File: src/rtl/potato2_pkg.sv
`default_nettype none
// ============================================================================
// Module      : potato2_pkg
// Description : Shared definitions for the Potato-2 control unit: decoded
//               micro-instruction bit positions, PC direction codes and the
//               loop controller state encoding.
// Revision    : 1.0 - initial release
// ============================================================================
package potato2_pkg;

   // Bit positions of the decoded micro-instruction vector
   localparam int CTRL_INC   = 0;
   localparam int CTRL_DEC   = 1;
   localparam int CTRL_LEFT  = 2;
   localparam int CTRL_RIGHT = 3;
   localparam int CTRL_OUT   = 4;
   localparam int CTRL_IN    = 5;
   localparam int CTRL_LOOP  = 6;
   localparam int CTRL_DONE  = 7;
   localparam int CTRL_WIDTH = 8;

   // Program counter direction
   localparam logic X_PC_INC = 1'b0;
   localparam logic X_PC_DEC = 1'b1;

   // Loop controller states
   typedef logic [1:0] loop_state_t;
   localparam logic [1:0] ST_RUN       = 2'd0;
   localparam logic [1:0] ST_SKIP_FWD  = 2'd1;
   localparam logic [1:0] ST_SCAN_BACK = 2'd2;
   localparam logic [1:0] ST_ERROR     = 2'd3;

endpackage : potato2_pkg
`default_nettype wire

File: src/rtl/potato2_nest_counter.sv
`default_nettype none
// ============================================================================
// Module      : potato2_nest_counter
// Description : Saturating up/down counter with clear and load-1, plus
//               zero / one / max flags. Used for loop depth and scan nesting.
// Revision    : 1.0 - initial release
// ============================================================================
module potato2_nest_counter #(
   parameter int WIDTH = 8
) (
   input  logic             clk,
   input  logic             rst_n,
   input  logic             clr,
   input  logic             load_one,
   input  logic             inc,
   input  logic             dec,
   output logic [WIDTH-1:0] count,
   output logic             is_zero,
   output logic             is_one,
   output logic             is_max
);

   localparam logic [WIDTH-1:0] C_ZERO = '0;
   localparam logic [WIDTH-1:0] C_ONE  = {{(WIDTH-1){1'b0}}, 1'b1};

   // Count update; clear beats load beats inc beats dec, and the count
   // never wraps in either direction.
   always_ff @(posedge clk or negedge rst_n) begin
      if (!rst_n) begin
         count <= C_ZERO;
      end else if (clr) begin
         count <= C_ZERO;
      end else if (load_one) begin
         count <= C_ONE;
      end else if (inc && !is_max) begin
         count <= count + C_ONE;
      end else if (dec && !is_zero) begin
         count <= count - C_ONE;
      end
   end

   // Flags decoded straight from the stored count
   always_comb begin
      is_zero = (count == C_ZERO);
      is_one  = (count == C_ONE);
      is_max  = &count;
   end

endmodule : potato2_nest_counter
`default_nettype wire

File: src/rtl/potato2_loop_control.sv
`default_nettype none
// ============================================================================
// Module      : potato2_loop_control
// Description : Loop-nesting controller. Tracks open loops in forward
//               execution, skips zero-entry loop bodies, scans backwards to
//               the matching LOOP, and halts sticky on nesting errors.
// Revision    : 1.0 - initial release
// ============================================================================
module potato2_loop_control
   import potato2_pkg::*;
#(
   parameter int DEPTH_WIDTH = 8
) (
   input  logic                   Clock,
   input  logic                   Reset_n,
   input  logic                   Valid,
   input  logic                   Loop,
   input  logic                   Done,
   input  logic                   ZeroFlag,
   input  logic                   Clear,
   output logic                   Reverse,
   output logic                   SkipCmd,
   output logic                   Halt,
   output logic                   Overflow,
   output logic                   Underflow,
   output logic [DEPTH_WIDTH-1:0] Depth
);

   loop_state_t            state;
   loop_state_t            state_nxt;
   logic                   accept;
   logic                   ovf_set;
   logic                   unf_set;
   logic                   err_clr;
   logic                   d_inc, d_dec, d_clr;
   logic                   n_inc, n_dec, n_clr, n_load;
   logic                   d_zero, d_one, d_max;
   logic                   n_zero, n_one, n_max;
   logic [DEPTH_WIDTH-1:0] nest;

   potato2_nest_counter #(.WIDTH(DEPTH_WIDTH)) u_depth (
      .clk      (Clock),
      .rst_n    (Reset_n),
      .clr      (d_clr),
      .load_one (1'b0),
      .inc      (d_inc),
      .dec      (d_dec),
      .count    (Depth),
      .is_zero  (d_zero),
      .is_one   (d_one),
      .is_max   (d_max)
   );

   potato2_nest_counter #(.WIDTH(DEPTH_WIDTH)) u_nest (
      .clk      (Clock),
      .rst_n    (Reset_n),
      .clr      (n_clr),
      .load_one (n_load),
      .inc      (n_inc),
      .dec      (n_dec),
      .count    (nest),
      .is_zero  (n_zero),
      .is_one   (n_one),
      .is_max   (n_max)
   );

   // Next-state and counter control; Loop together with Done is not an event
   always_comb begin
      accept    = Valid & (Loop ^ Done);
      state_nxt = state;
      ovf_set   = 1'b0;
      unf_set   = 1'b0;
      err_clr   = 1'b0;
      d_inc     = 1'b0;
      d_dec     = 1'b0;
      d_clr     = 1'b0;
      n_inc     = 1'b0;
      n_dec     = 1'b0;
      n_clr     = 1'b0;
      n_load    = 1'b0;
      case (state)
         ST_RUN: begin
            if (accept && Loop) begin
               if (ZeroFlag) begin
                  state_nxt = ST_SKIP_FWD;
                  n_load    = 1'b1;
               end else if (d_max) begin
                  state_nxt = ST_ERROR;
                  ovf_set   = 1'b1;
               end else begin
                  d_inc = 1'b1;
               end
            end else if (accept && Done) begin
               if (d_zero) begin
                  state_nxt = ST_ERROR;
                  unf_set   = 1'b1;
               end else if (ZeroFlag) begin
                  d_dec = 1'b1;
               end else begin
                  state_nxt = ST_SCAN_BACK;
                  n_load    = 1'b1;
               end
            end
         end
         ST_SKIP_FWD: begin
            if (accept && Loop) begin
               if (n_max) begin
                  state_nxt = ST_ERROR;
                  ovf_set   = 1'b1;
               end else begin
                  n_inc = 1'b1;
               end
            end else if (accept && Done) begin
               n_dec = 1'b1;
               if (n_one) state_nxt = ST_RUN;
            end
         end
         ST_SCAN_BACK: begin
            // Stream is reversed here: DONE opens, LOOP closes
            if (accept && Done) begin
               if (n_max) begin
                  state_nxt = ST_ERROR;
                  ovf_set   = 1'b1;
               end else begin
                  n_inc = 1'b1;
               end
            end else if (accept && Loop) begin
               n_dec = 1'b1;
               if (n_one) state_nxt = ST_RUN;
            end
         end
         default: begin
            if (Clear) begin
               state_nxt = ST_RUN;
               d_clr     = 1'b1;
               n_clr     = 1'b1;
               err_clr   = 1'b1;
            end
         end
      endcase
   end

   // State and registered control outputs
   always_ff @(posedge Clock or negedge Reset_n) begin
      if (!Reset_n) begin
         state   <= ST_RUN;
         Reverse <= X_PC_INC;
         SkipCmd <= 1'b0;
         Halt    <= 1'b0;
      end else begin
         state   <= state_nxt;
         Reverse <= (state_nxt == ST_SCAN_BACK) ? X_PC_DEC : X_PC_INC;
         SkipCmd <= (state_nxt != ST_RUN);
         Halt    <= (state_nxt == ST_ERROR);
      end
   end

   // Sticky error flags, released only by Clear while halted
   always_ff @(posedge Clock or negedge Reset_n) begin
      if (!Reset_n) begin
         Overflow  <= 1'b0;
         Underflow <= 1'b0;
      end else if (err_clr) begin
         Overflow  <= 1'b0;
         Underflow <= 1'b0;
      end else begin
         if (ovf_set) Overflow  <= 1'b1;
         if (unf_set) Underflow <= 1'b1;
      end
   end

endmodule : potato2_loop_control
`default_nettype wire

File: config.mk
export PLATFORM = sky130hd
export DESIGN_NAME = potato2_loop_control
export DESIGN_NICKNAME = d
export VERILOG_FILES = /design/src/rtl/potato2_pkg.sv /design/src/rtl/potato2_nest_counter.sv /design/src/rtl/potato2_loop_control.sv
export SDC_FILE = /design/constraint.sdc
export NUM_CORES = 1
export LEC_CHECK = 0
export ABC_AREA = 1
export BUFFER_PORTS_ARGS = -buffer_cell sky130_fd_sc_hd__clkbuf_2
export CAP_MARGIN = 20
export CORE_UTILIZATION = 45
export DETAILED_ROUTE_END_ITERATION = 8
export SLEW_MARGIN = 20
export SYNTH_ARGS = -nofsm -noshare
export SYNTH_HDL_FRONTEND = slang
export SYNTH_HIERARCHICAL = 1
export SYNTH_SLANG_ARGS = --single-unit
export TNS_END_PERCENT = 10
File: constraint.sdc
create_clock -name Clock -period 3.2 [get_ports Clock]
set_clock_uncertainty 0.1 [all_clocks]
set_input_delay 0.48 -clock Clock [delete_from_list [all_inputs] [get_ports Clock]]
set_output_delay 0.48 -clock Clock [all_outputs]
set_load 0.02 [all_outputs]
Yosys cells after proc, flatten, opt, wreduce, memory -nomap -nowiden
Cells that the tools add are included.

Bits in registers: 23. Input bits: 7. Output and inout bits: 13.

Add/subtract/negate cells: 4. Equality and inequality tests: 5. Mux-type cells: 62. Bitwise operators: 2. Reduce and logical (&&, ||, !) cells: 21.

Operator list (count): $mux 8 (7); $mux 1 (38); $mux 2 (13); $add 8x1->8 const B (2); $logic_not 8->1 (2); $reduce_and 8->1 (2); $sub 8x1->8 const B (2); $eq 8x1->1 const B (1); $eq 2x2->1 const B (3); $logic_and 1x1->1 (6); $pmux 2 s3 (1); $reduce_bool 2->1 (3); $logic_not 1->1 (4); $pmux 1 s2 (2); $reduce_bool 4->1 (1); $pmux 1 s3 (1); $reduce_bool 3->1 (1); $reduce_or 3->1 (1); $eq 2x1->1 const B (1); $logic_not 2->1 (1); $and 1x1->1 (1); $xor 1x1->1 (1).

Depth between registers and ports, before layout
Gate-level depths: netlist of run 1.

Depth in word-level cells: 11. Gate-level depth with buffers: 14. Depth with buffers taken out: 14.

By module
The synthesis of run 1 kept the hierarchy.

By module, submodules not included: potato2_nest_counter at u_depth (instances 1, cells each 103, area an instance 823.3 um^2, seq. area each 200.2 um^2); potato2_nest_counter at u_nest (instances 1, cells each 104, area an instance 734.5 um^2, seq. area each 200.2 um^2); potato2_loop_control (instances 1, cells each 94, area an instance 675.6 um^2, seq. area each 175.2 um^2).

Worst setup path before layout of run 1
Ideal clock, no wire load.

Path kind: register -> register. Start point: reg u_depth.count[0]. End point: reg u_depth.count[7]. Setup time: 118 ps. Arrival: 2267 ps. Path slack: 715 ps. Stages on the path, launching flop included: 14. Buffers on the path: 0. Period minus slack after synthesis: 2485 ps. Cells stage by stage: dfrtp_1 > ha_1 > nand2_4 > nor2_4 > nand2_4 > inv_1 > nor4_1 > nand2_8 > nand2_2 > clkinv_1 > nand2_2 > nand2_2 > nor2_1 > nor2_2.

Longest elaborated chain between the ends: 8.

RTL lines: start: declaration (RTL line potato2_nest_counter.sv:17) `output logic [WIDTH-1:0] count,`; start signal: assignment (RTL line potato2_nest_counter.sv:36) `count <= count + C_ONE;`; start signal: assignment (RTL line potato2_nest_counter.sv:38) `count <= count - C_ONE;`; $reduce_and 8->1 * (RTL line potato2_nest_counter.sv:46) `is_max = &count;`; named net d_max (RTL line potato2_loop_control.sv:37) `logic d_zero, d_one, d_max;`; $mux 1 * (RTL line potato2_loop_control.sv:87) `end else if (d_max) begin`; $mux 1 * (RTL line potato2_loop_control.sv:84) `if (ZeroFlag) begin`; $mux 1 * (RTL line potato2_loop_control.sv:83) `if (accept && Loop) begin`; $mux 1 * (RTL line potato2_loop_control.sv:81) `case (state)`; named net d_inc (RTL line potato2_loop_control.sv:35) `logic d_inc, d_dec, d_clr;`; $logic_and 1x1->1 * (RTL line potato2_nest_counter.sv:35) `end else if (inc && !is_max) begin`; $mux 8 (RTL line potato2_nest_counter.sv:35); $mux 8 (RTL line potato2_nest_counter.sv:31) `end else if (clr) begin`.

Mark *: on every way through the listed nets, which the timed path passes. The rest lies on a longest branch. The select of a mux whose other input is x is not followed. A chain may end at the register's enable or synchronous reset.

Worst setup path in the final report of run 1
Start point: reg u_depth.count[0]. End point: reg u_nest.count[2].

Longest elaborated chain between the ends: 7.

RTL lines: $logic_not 8->1 * (RTL line potato2_nest_counter.sv:44) `is_zero = (count == C_ZERO);`; named net d_zero (RTL line potato2_loop_control.sv:37); $mux 1 * (RTL line potato2_loop_control.sv:94) `if (d_zero) begin`; $mux 1 * (RTL line potato2_loop_control.sv:93) `end else if (accept && Done) begin`; $mux 1 * (RTL line potato2_loop_control.sv:83); $mux 1 * (RTL line potato2_loop_control.sv:81); named net n_load (RTL line potato2_loop_control.sv:36) `logic n_inc, n_dec, n_clr, n_load;`; $mux 8 (RTL line potato2_nest_counter.sv:33) `end else if (load_one) begin`; $mux 8 (RTL line potato2_nest_counter.sv:31); end signal: assignment (RTL line potato2_nest_counter.sv:36); end signal: assignment (RTL line potato2_nest_counter.sv:38); end: declaration (RTL line potato2_nest_counter.sv:17).

Mark *: on every way through the listed nets, which the timed path passes. The rest lies on a longest branch.

==> reports/metrics.cfg, run 1 <==
[outcome]
status=finished clean

[route]
num_vias=1891
drc_errors=0
finalWirelength_um=4500
ant_nets=0
wl_per_cell_um=11.7
drt-pass1-iter-count=4
drtIter0Drc=79
via_per_inst=4.92

[setup_path]
path_buf_inv=1
critPathKind=flip-flop to flip-flop
cp_slowest_stage_delay_ns=0.42
cp.arrival_ns=2.53
cpMaxStageDelayCell=dfrtp_1
cp-end-kind=flip-flop
start_kind=flip-flop
critPathTopFamily=simple AND/OR/NAND/NOR gates
cp.required_ns=3.24
cp_max_fo=8
path_common_cell=nor2_1
crit_chain=inv_1, ha_1, nand2_4, nor2_1, nor2_1, a21oi_1, nor3_1, nor2_1, nand3_4, nand2_2, o22ai_1

[layout]
drive_above_1_share_pct=24.3
final_cells=384
seqCellArea_um2=576
nets=336
multi_input_area_um2=1440
n_antenna_cell=0
areaGrowthSynthToFinish_pct=8.38
fill_cells=476

[cts]
clk_latency_ns=0.27
clk_pin_slew_worst_paths_ns=0.08
cts_buffers=3
cts_tree=built
ctsHoldBuffers=0
cts.sinks=23
post-cts-setup-buffers=0
cts_buffer_depth=2
htreeDepth=1
root_buffer=clkbuf_8
cts-resized-gates=0

[sta]
worst_pin_slew_ns=0.651
setup_ws_ns=0.710
max_freq_mhz=402
slew-limit-headroom_pct=56.3
slew_violations=0
hold_viol=0
rsz0062_at_grt=no
finalSetupTns_ns=0
fin_crit_sh_pct=77.8
setup_violations=0
fin_crit_ns=2.49

[placed_design]
dp_slack_ns=0.742
gp_congestion=0.854
hpwl_um=3420
numPortBuffers=19
dp.cells=380

[synthesis]
yosys_warnings=6
netlist_area_um2=2210
syn_area_per_cell_um2=7.44
synthCells=297

[global_route]
grt_max_degree=24
gr-usage-met3_pct=2.22
grt_usage_pct=19.4
grt_use_met2_pct=30.2
grt-busiest-layer=met2
grt_antenna_before_repair=0
grt_pass1_wl_um=7980
use_met1_pct=28.2
grt_pass1_vias=1753
overflow=0

[hold_path]
hold_class=input port to async pin

[die]
coreArea_um2=4720
placementRows=25
die_y_um=72.1
fp.dieW_um=72.1
ios=20
start_util_pct=46.8
die_area_um2=5190

[pwr]
leakage_nw=1.24
power_per_cell_area_nw_per_um2=841
ir_worst_vdd_mv=0.500

[run]
cap_violations=0

## through the flow
step           power (mW)  area, µm²  utilization, %  hold slack (ns)
2_1_floorplan        1.61       2210               -           0.0844
3_3_place_gp         1.84       2350            49.7            0.386
3_5_place_dp         1.83       2350            49.7            0.388
4_1_cts              2.03       2390            50.7            0.135
5_1_grt              2.23       2390            50.7            0.158
6_report             2.01       2390            50.7            0.114
## worst reg2reg max path, cell delays in order, from the launching register on
cell     delay (ns)
dfrtp_1        0.42
inv_1          0.17
ha_1           0.22
nand2_4        0.07
nor2_1         0.28
nor2_1         0.09
a21oi_1        0.15
nor3_1         0.08
nor2_1         0.33
nand3_4        0.18
nand2_2        0.18
o22ai_1        0.11
## flip-flops by register name, summed over array words and instances, names as in the netlist
signal / cells
state: 2
Underflow: 1
u_depth/count: 8
Overflow: 1
SkipCmd: 1
Reverse: 1
u_nest/count: 8
Halt: 1
## routing by layer
metal | part of all wire [%] | wire [µm]
met1 | 53 | 2380
met2 | 44 | 1970
met3 | 2.5 | 114
met4 | 0.95 | 43
met5 | 0 | 0
## worst paths after layout
path / startpoint / end / slack, ns / cells after the start
worst max-delay path: u_depth/count[0]$_DFFE_PN0P_ / u_nest/count[2]$_DFFE_PN0P_ / 0.71 / 11
worst min-delay path: Reset_n / Reverse$_DFF_PN0_ / 0.11 / 1
worst max register to register: u_depth/count[0]$_DFFE_PN0P_ / u_nest/count[2]$_DFFE_PN0P_ / 0.71 / 11
worst min register to register: Underflow$_DFFE_PN0P_ / Underflow$_DFFE_PN0P_ / 0.40 / 2
max in group asynchronous: Reset_n / u_nest/count[2]$_DFFE_PN0P_ / 2.48 / 1
min in group Clock: Underflow$_DFFE_PN0P_ / Underflow$_DFFE_PN0P_ / 0.40 / 2
## report_power, final
part	internal, mW	switching, mW	leakage, nW
combinational	0.475	0.779	0.920
clock	0.0890	0.0940	0.0228
sequential	0.406	0.171	0.298
total	0.970	1.04	1.24
## cells in the final DEF, fill, tap and decap left out, drive strengths merged
cell and n:
a21oi 6, dfrtp 23, o21ai 15, nor4 2, clkinv 4, buf 1, nand3 23, nor3 7
nand4 5, xor2 11, conb 2, a31oi 1, o22ai 8, o21bai 3, xnor2 5, ha 11
nor2 39, or2 1, clkbuf 23, nand2 93, inv 34
## cell type report
class	count	share of cell area, %
sequential	23	24.0
tap	67	3.50
timing repair buffer	20	4.28
inverter	38	6.06
multi-input combinational	232	60.2
clock buffer	4	1.88
Power figures use the tool's default switching activity.
==> run 2: changes to the inputs <==
Settings changed: PLACE_DENSITY from default to 0.66.
Clock period 3.2 ns to 2.13 ns, I/O delays scaled along.
==> run 2 against run 1 <==
Effect of this change:
- first-iteration DRC count increased by 25%
- clock power is 51% higher
- power rose by 63%
- sequential power increased by 45%
- worst setup slack got worse by 0.58 ns
- non-clock buffer count is 19 higher
- core utilization is 4.3 points higher
- cell count rose by 4.9%
- critical endpoint is now u_depth/count[7]$_DFFE_PN0P_
- largest cell class unchanged
- largest power group unchanged
==> reports/metrics.cfg, run 2 (same netlist as run 1, synthesis figures left out) <==
[global_route]
grt_max_degree=24
grt_pass1_wl_um=8120
grt_antenna_before_repair=0
overflow=0
grt_pass1_vias=1860
grt_usage_pct=19.6

[cts]
clk_latency_ns=0.26
cts_tree=built
root_buffer=clkbuf_8
cts_buffers=3
cts.sinks=23
cts_buffer_depth=2
clk_pin_slew_worst_paths_ns=0.09
htreeDepth=1

[die]
ios=20
coreArea_um2=4720
start_util_pct=46.8
fp.dieW_um=72.1
placementRows=25
die_area_um2=5190
die_y_um=72.1

[pwr]
ir_worst_vdd_mv=0.540
totalPowerFinal_mw=3.28
power_per_cell_area_nw_per_um2=1270
leakage_nw=1.34

[setup_path]
path_buf_inv=3
cp_slowest_stage_delay_ns=0.42
start_kind=flip-flop
crit_chain=ha_2, nand2_4, nor2_4, nand2_4, inv_2, nor4_4, buf_4, nand2_8, inv_4, nand3_2, nand2_2, nand2_1, nand2_1, nor2_2
critPathTopFamily=simple AND/OR/NAND/NOR gates
cpMaxStageDelayCell=dfrtp_1
critPathKind=flip-flop to flip-flop
cp-end-kind=flip-flop
cp.arrival_ns=2.07
cp_max_fo=10
cp.required_ns=2.20

[placed_design]
numPortBuffers=19
hpwl_um=3580
gp_congestion=0.919
post_dp_cell_area_um2=2460

[layout]
fill_cells=466
seqCellArea_um2=576
final_common_cell=nand2_1
multi_input_area_um2=1500
fin_area_um2=2600
final_util_pct=55.0
nets=355
reg_top3=u_depth/count x8, u_nest/count x8, state x2
areaGrowthSynthToFinish_pct=17.5
n_antenna_cell=0
layout_common_cells=75 x nand2_1, 27 x nor2_1, 24 x inv_1
drive_above_1_share_pct=31.5

[route]
wl_per_cell_um=11.4
finalWirelength_um=4600
via_per_inst=4.75
drt-pass1-iter-count=4
ant_nets=0
num_vias=1915
drc_errors=0
drtIter0Drc=99

[sta]
hold_viol=0
worst_pin_slew_ns=0.609
slew_violations=0
fin_crit_sh_pct=94.1
fin_crit_ns=2.00
max_freq_mhz=499
slew-limit-headroom_pct=59.4
finalSetupTns_ns=0
setup_violations=0

[run]
cap_violations=0

[outcome]
status=finished clean

[hold_path]
hold_class=input port to flip-flop

run 2: layout make-up:
type | count | share of cell area, %
Multi-Input combinational cell | 232 | 57.7
Timing Repair Buffer | 39 | 9.54
Inverter | 38 | 5.59
Tap cell | 67 | 3.23
Clock buffer | 4 | 1.73
Sequential cell | 23 | 22.2
run 2: layer usage:
layer / global-route usage (%) / vias up / wire (µm)
li1: - / 1018 / -
met1: 26.1 / 874 / 2320
met2: 33.0 / 21 / 2160
met3: 2.08 / 2 / 86
met4: 6.54 / 0 / 29
met5: 0 / - / 0
run 2: tightest hold or removal path: stages:
cell      delay [ns]
clkbuf_2        0.10
nor3_1          0.07
inv_1           0.06
nand2_2         0.05
run 2: power by group:
part	switching [mW]	internal [mW]
logic	1.27	0.902
registers	0.225	0.610
clock network	0.143	0.133
total	1.64	1.65
run 2: path summary, 6_finish.rpt:
kind	start	to	slack, ns	cells after the start
max	u_depth/count[1]$_DFFE_PN0P_	u_depth/count[7]$_DFFE_PN0P_	0.13	14
min	Clear	state[1]$_DFF_PN0_	0.28	4
max reg2reg	u_depth/count[1]$_DFFE_PN0P_	u_depth/count[7]$_DFFE_PN0P_	0.13	14
min reg2reg	Underflow$_DFFE_PN0P_	Underflow$_DFFE_PN0P_	0.40	2
max in group asynchronous	Reset_n	u_nest/count[2]$_DFFE_PN0P_	1.05	2
min in group asynchronous	Reset_n	Underflow$_DFFE_PN0P_	0.49	2
run 2: metrics by stage:
stage | cells | setup slack (ns) | hold slack [ns]
after CTS | 398 | 0.0434 | 0.268
after global routing | 403 | -0.00486 | 0.308
after global placement | 393 | 0.0469 | 0.263
after detailed placement | 393 | -0.00681 | 0.270
final | 403 | 0.126 | 0.277
after floorplan | 298 | -0.0959 | -0.0761
run 2: timing repair:
item                                    CTS  global route
hold endpoints to repair                 23             0
endpoints found under the setup margin    1            13
gates cloned                              0             0
setup buffers                             0             5
gates resized for setup                   0            12
pin swaps                                 1             5
hold buffers                              1             0
==> run 3: changes to the inputs <==
Settings changed: SETUP_SLACK_MARGIN from default to 0.5.
==> run 3 against run 2 <==
Effect of this change:
- combinational power increased by 14%
- hold slack better by 0.0075 ns
- fmax up 2.7%
- register-to-register slack improved by 0.05 ns
- die area is the same
- clock power up 5%
- critical path depth is 2 lower
- sequential power rose by 1%
- routed wire length is 17% higher
- count of clock-buffer cells in the layout stayed put
- cell count up 4.5%
- non-clock buffer count is 17 higher
- largest cell class unchanged
- largest power group unchanged
- highest routed layer unchanged
==> reports/metrics.cfg, run 3 (same netlist as run 1, synthesis figures left out) <==
[pwr]
power_per_cell_area_nw_per_um2=1270
ir_worst_vdd_mv=0.475
leakage_nw=1.44

[placed_design]
dp.cells=391
numPortBuffers=19
hpwl_um=3740
gp_congestion=0.862

[sta]
setup_violations=0
timing.hold.ws_ns=0.285
slew_violations=0
fin_crit_sh_pct=91.6
worst_pin_slew_ns=0.639
finalSetupTns_ns=0
rsz0062_at_grt=yes
max_freq_mhz=513
slew-limit-headroom_pct=57.4
hold_viol=0
fin_crit_ns=1.95

[setup_path]
path_buf_inv=4
cpMaxStageDelayCell=dfrtp_2
critPathTopFamily=simple AND/OR/NAND/NOR gates
cp_slowest_stage_delay_ns=0.42
cp_max_fo=5
r2r_slack_ns=0.18
start_kind=flip-flop
cp.arrival_ns=2.04
r2r_start=u_depth/count[0]$_DFFE_PN0P_
cp-end-kind=flip-flop
critPathKind=flip-flop to flip-flop
cp.required_ns=2.22
r2r_end=u_depth/count[1]$_DFFE_PN0P_
crit_chain=buf_6, ha_4, nand2_4, nor2_4, nand2_4, inv_4, nor4_4, buf_6, nand2_8, nand3_4, buf_12, o22ai_2
reg2reg_depth=12

[global_route]
grt_pass1_vias=1977
grt_max_degree=24
overflow=0
grt_pass1_wl_um=8980
grt_usage_pct=22.0
grt_antenna_before_repair=0

[cts]
root_buffer=clkbuf_8
htreeDepth=1
cts.sinks=23
clk_latency_ns=0.27
cts_buffer_depth=2
clk_pin_slew_worst_paths_ns=0.09
cts_tree=built
cts_buffers=3

[die]
placementRows=25
die_y_um=72.1
start_util_pct=46.8
coreArea_um2=4720
fp.dieW_um=72.1
ios=20
die_area_um2=5190

[route]
wl_per_cell_um=12.8
ant_nets=0
num_vias=2096
drc_errors=0
via_per_inst=4.98
finalWirelength_um=5380
drt-pass1-iter-count=4
drtIter0Drc=77

[layout]
n_antenna_cell=0
layout_common_cells=72 x nand2_1, 32 x buf_4, 25 x nor2_1
final_common_cell=nand2_1
nets=373
reg_top3=u_depth/count x8, u_nest/count x8, state x2
fill_cells=406
drive_above_1_share_pct=41.0
areaGrowthSynthToFinish_pct=29.0
final_cells=421

[outcome]
status=finished clean

[hold_path]
min_from=Clear
hold_path_depth=4
hold_class=input port to flip-flop
hold_end=state[1]$_DFF_PN0_

[run]
cap_violations=0

run 3: metrics by stage:
step                      power, mW  setup WS, ns  utilization [%]  cell area (µm²)
after global routing           3.92        0.0680             60.4             2850
after CTS                      3.53         0.212             58.8             2780
after floorplan                2.53         0.125                -             2300
after global placement         3.01        0.0974             53.4             2520
after detailed placement       3.02        0.0745             53.4             2520
final                          3.62         0.179             60.4             2850
run 3: metal layers:
layer | share of wire [%] | GRT usage, % | routed length [µm]
met4 | 1.5 | 7.84 | 80
met2 | 49 | 38.1 | 2630
met3 | 3.9 | 2.64 | 208
met1 | 46 | 28.2 | 2460
met5 | 0 | 0 | 0
run 3: how the worst max path moves through the flow:
stage	cells past startpoint	endpoint	from	slack [ns]
global route	13	u_nest/count[7]$_DFFE_PN0P_	u_depth/count[7]$_DFFE_PN0P_	0.07
finish	12	u_depth/count[1]$_DFFE_PN0P_	u_depth/count[0]$_DFFE_PN0P_	0.18
detailed placement	11	u_depth/count[5]$_DFFE_PN0P_	u_depth/count[0]$_DFFE_PN0P_	0.07
CTS	13	u_nest/count[7]$_DFFE_PN0P_	u_depth/count[1]$_DFFE_PN0P_	0.21
global placement	10	u_depth/count[1]$_DFFE_PN0P_	u_depth/count[1]$_DFFE_PN0P_	0.1
floorplan	14	u_depth/count[7]$_DFFE_PN0P_	u_depth/count[0]$_DFFE_PN0P_	0.13
run 3: where the power goes:
| part | internal, mW | leakage (nW) | switching (mW) |
|---|---|---|---|
| combinational | 1.07 | 1.13 | 1.42 |
| clock | 0.134 | 0.0228 | 0.155 |
| sequential | 0.619 | 0.290 | 0.224 |
| total | 1.82 | 1.44 | 1.80 |
run 3: worst reg2reg max path, stage by stage, from the launching register on:
cell	delay, ns
dfrtp_2	0.42
buf_6	0.12
ha_4	0.14
nand2_4	0.05
nor2_4	0.16
nand2_4	0.08
inv_4	0.07
nor4_4	0.04
buf_6	0.14
nand2_8	0.10
nand3_4	0.14
buf_12	0.17
o22ai_2	0.17
run 3: timing repair:
action / in CTS / in global routing
pin swaps: 15 / 3
hold endpoints to repair: 23 / 0
endpoints found under the setup margin: 21 / 22
gates resized for setup: 12 / 8
buffers inserted: 17 / 7
hold buffers: 1 / 0
cloned: 1 / 0
run 3: cell type report:
| type | count | area [µm²] | share of cell area, % |
|---|---|---|---|
| Inverter | 38 | 156 | 5.48 |
| Timing Repair Buffer | 56 | 408 | 14.3 |
| Multi-Input combinational cell | 233 | 1580 | 55.2 |
| Sequential cell | 23 | 583 | 20.4 |
| Tap cell | 67 | 83.8 | 2.94 |
| Clock buffer | 4 | 45.0 | 1.58 |
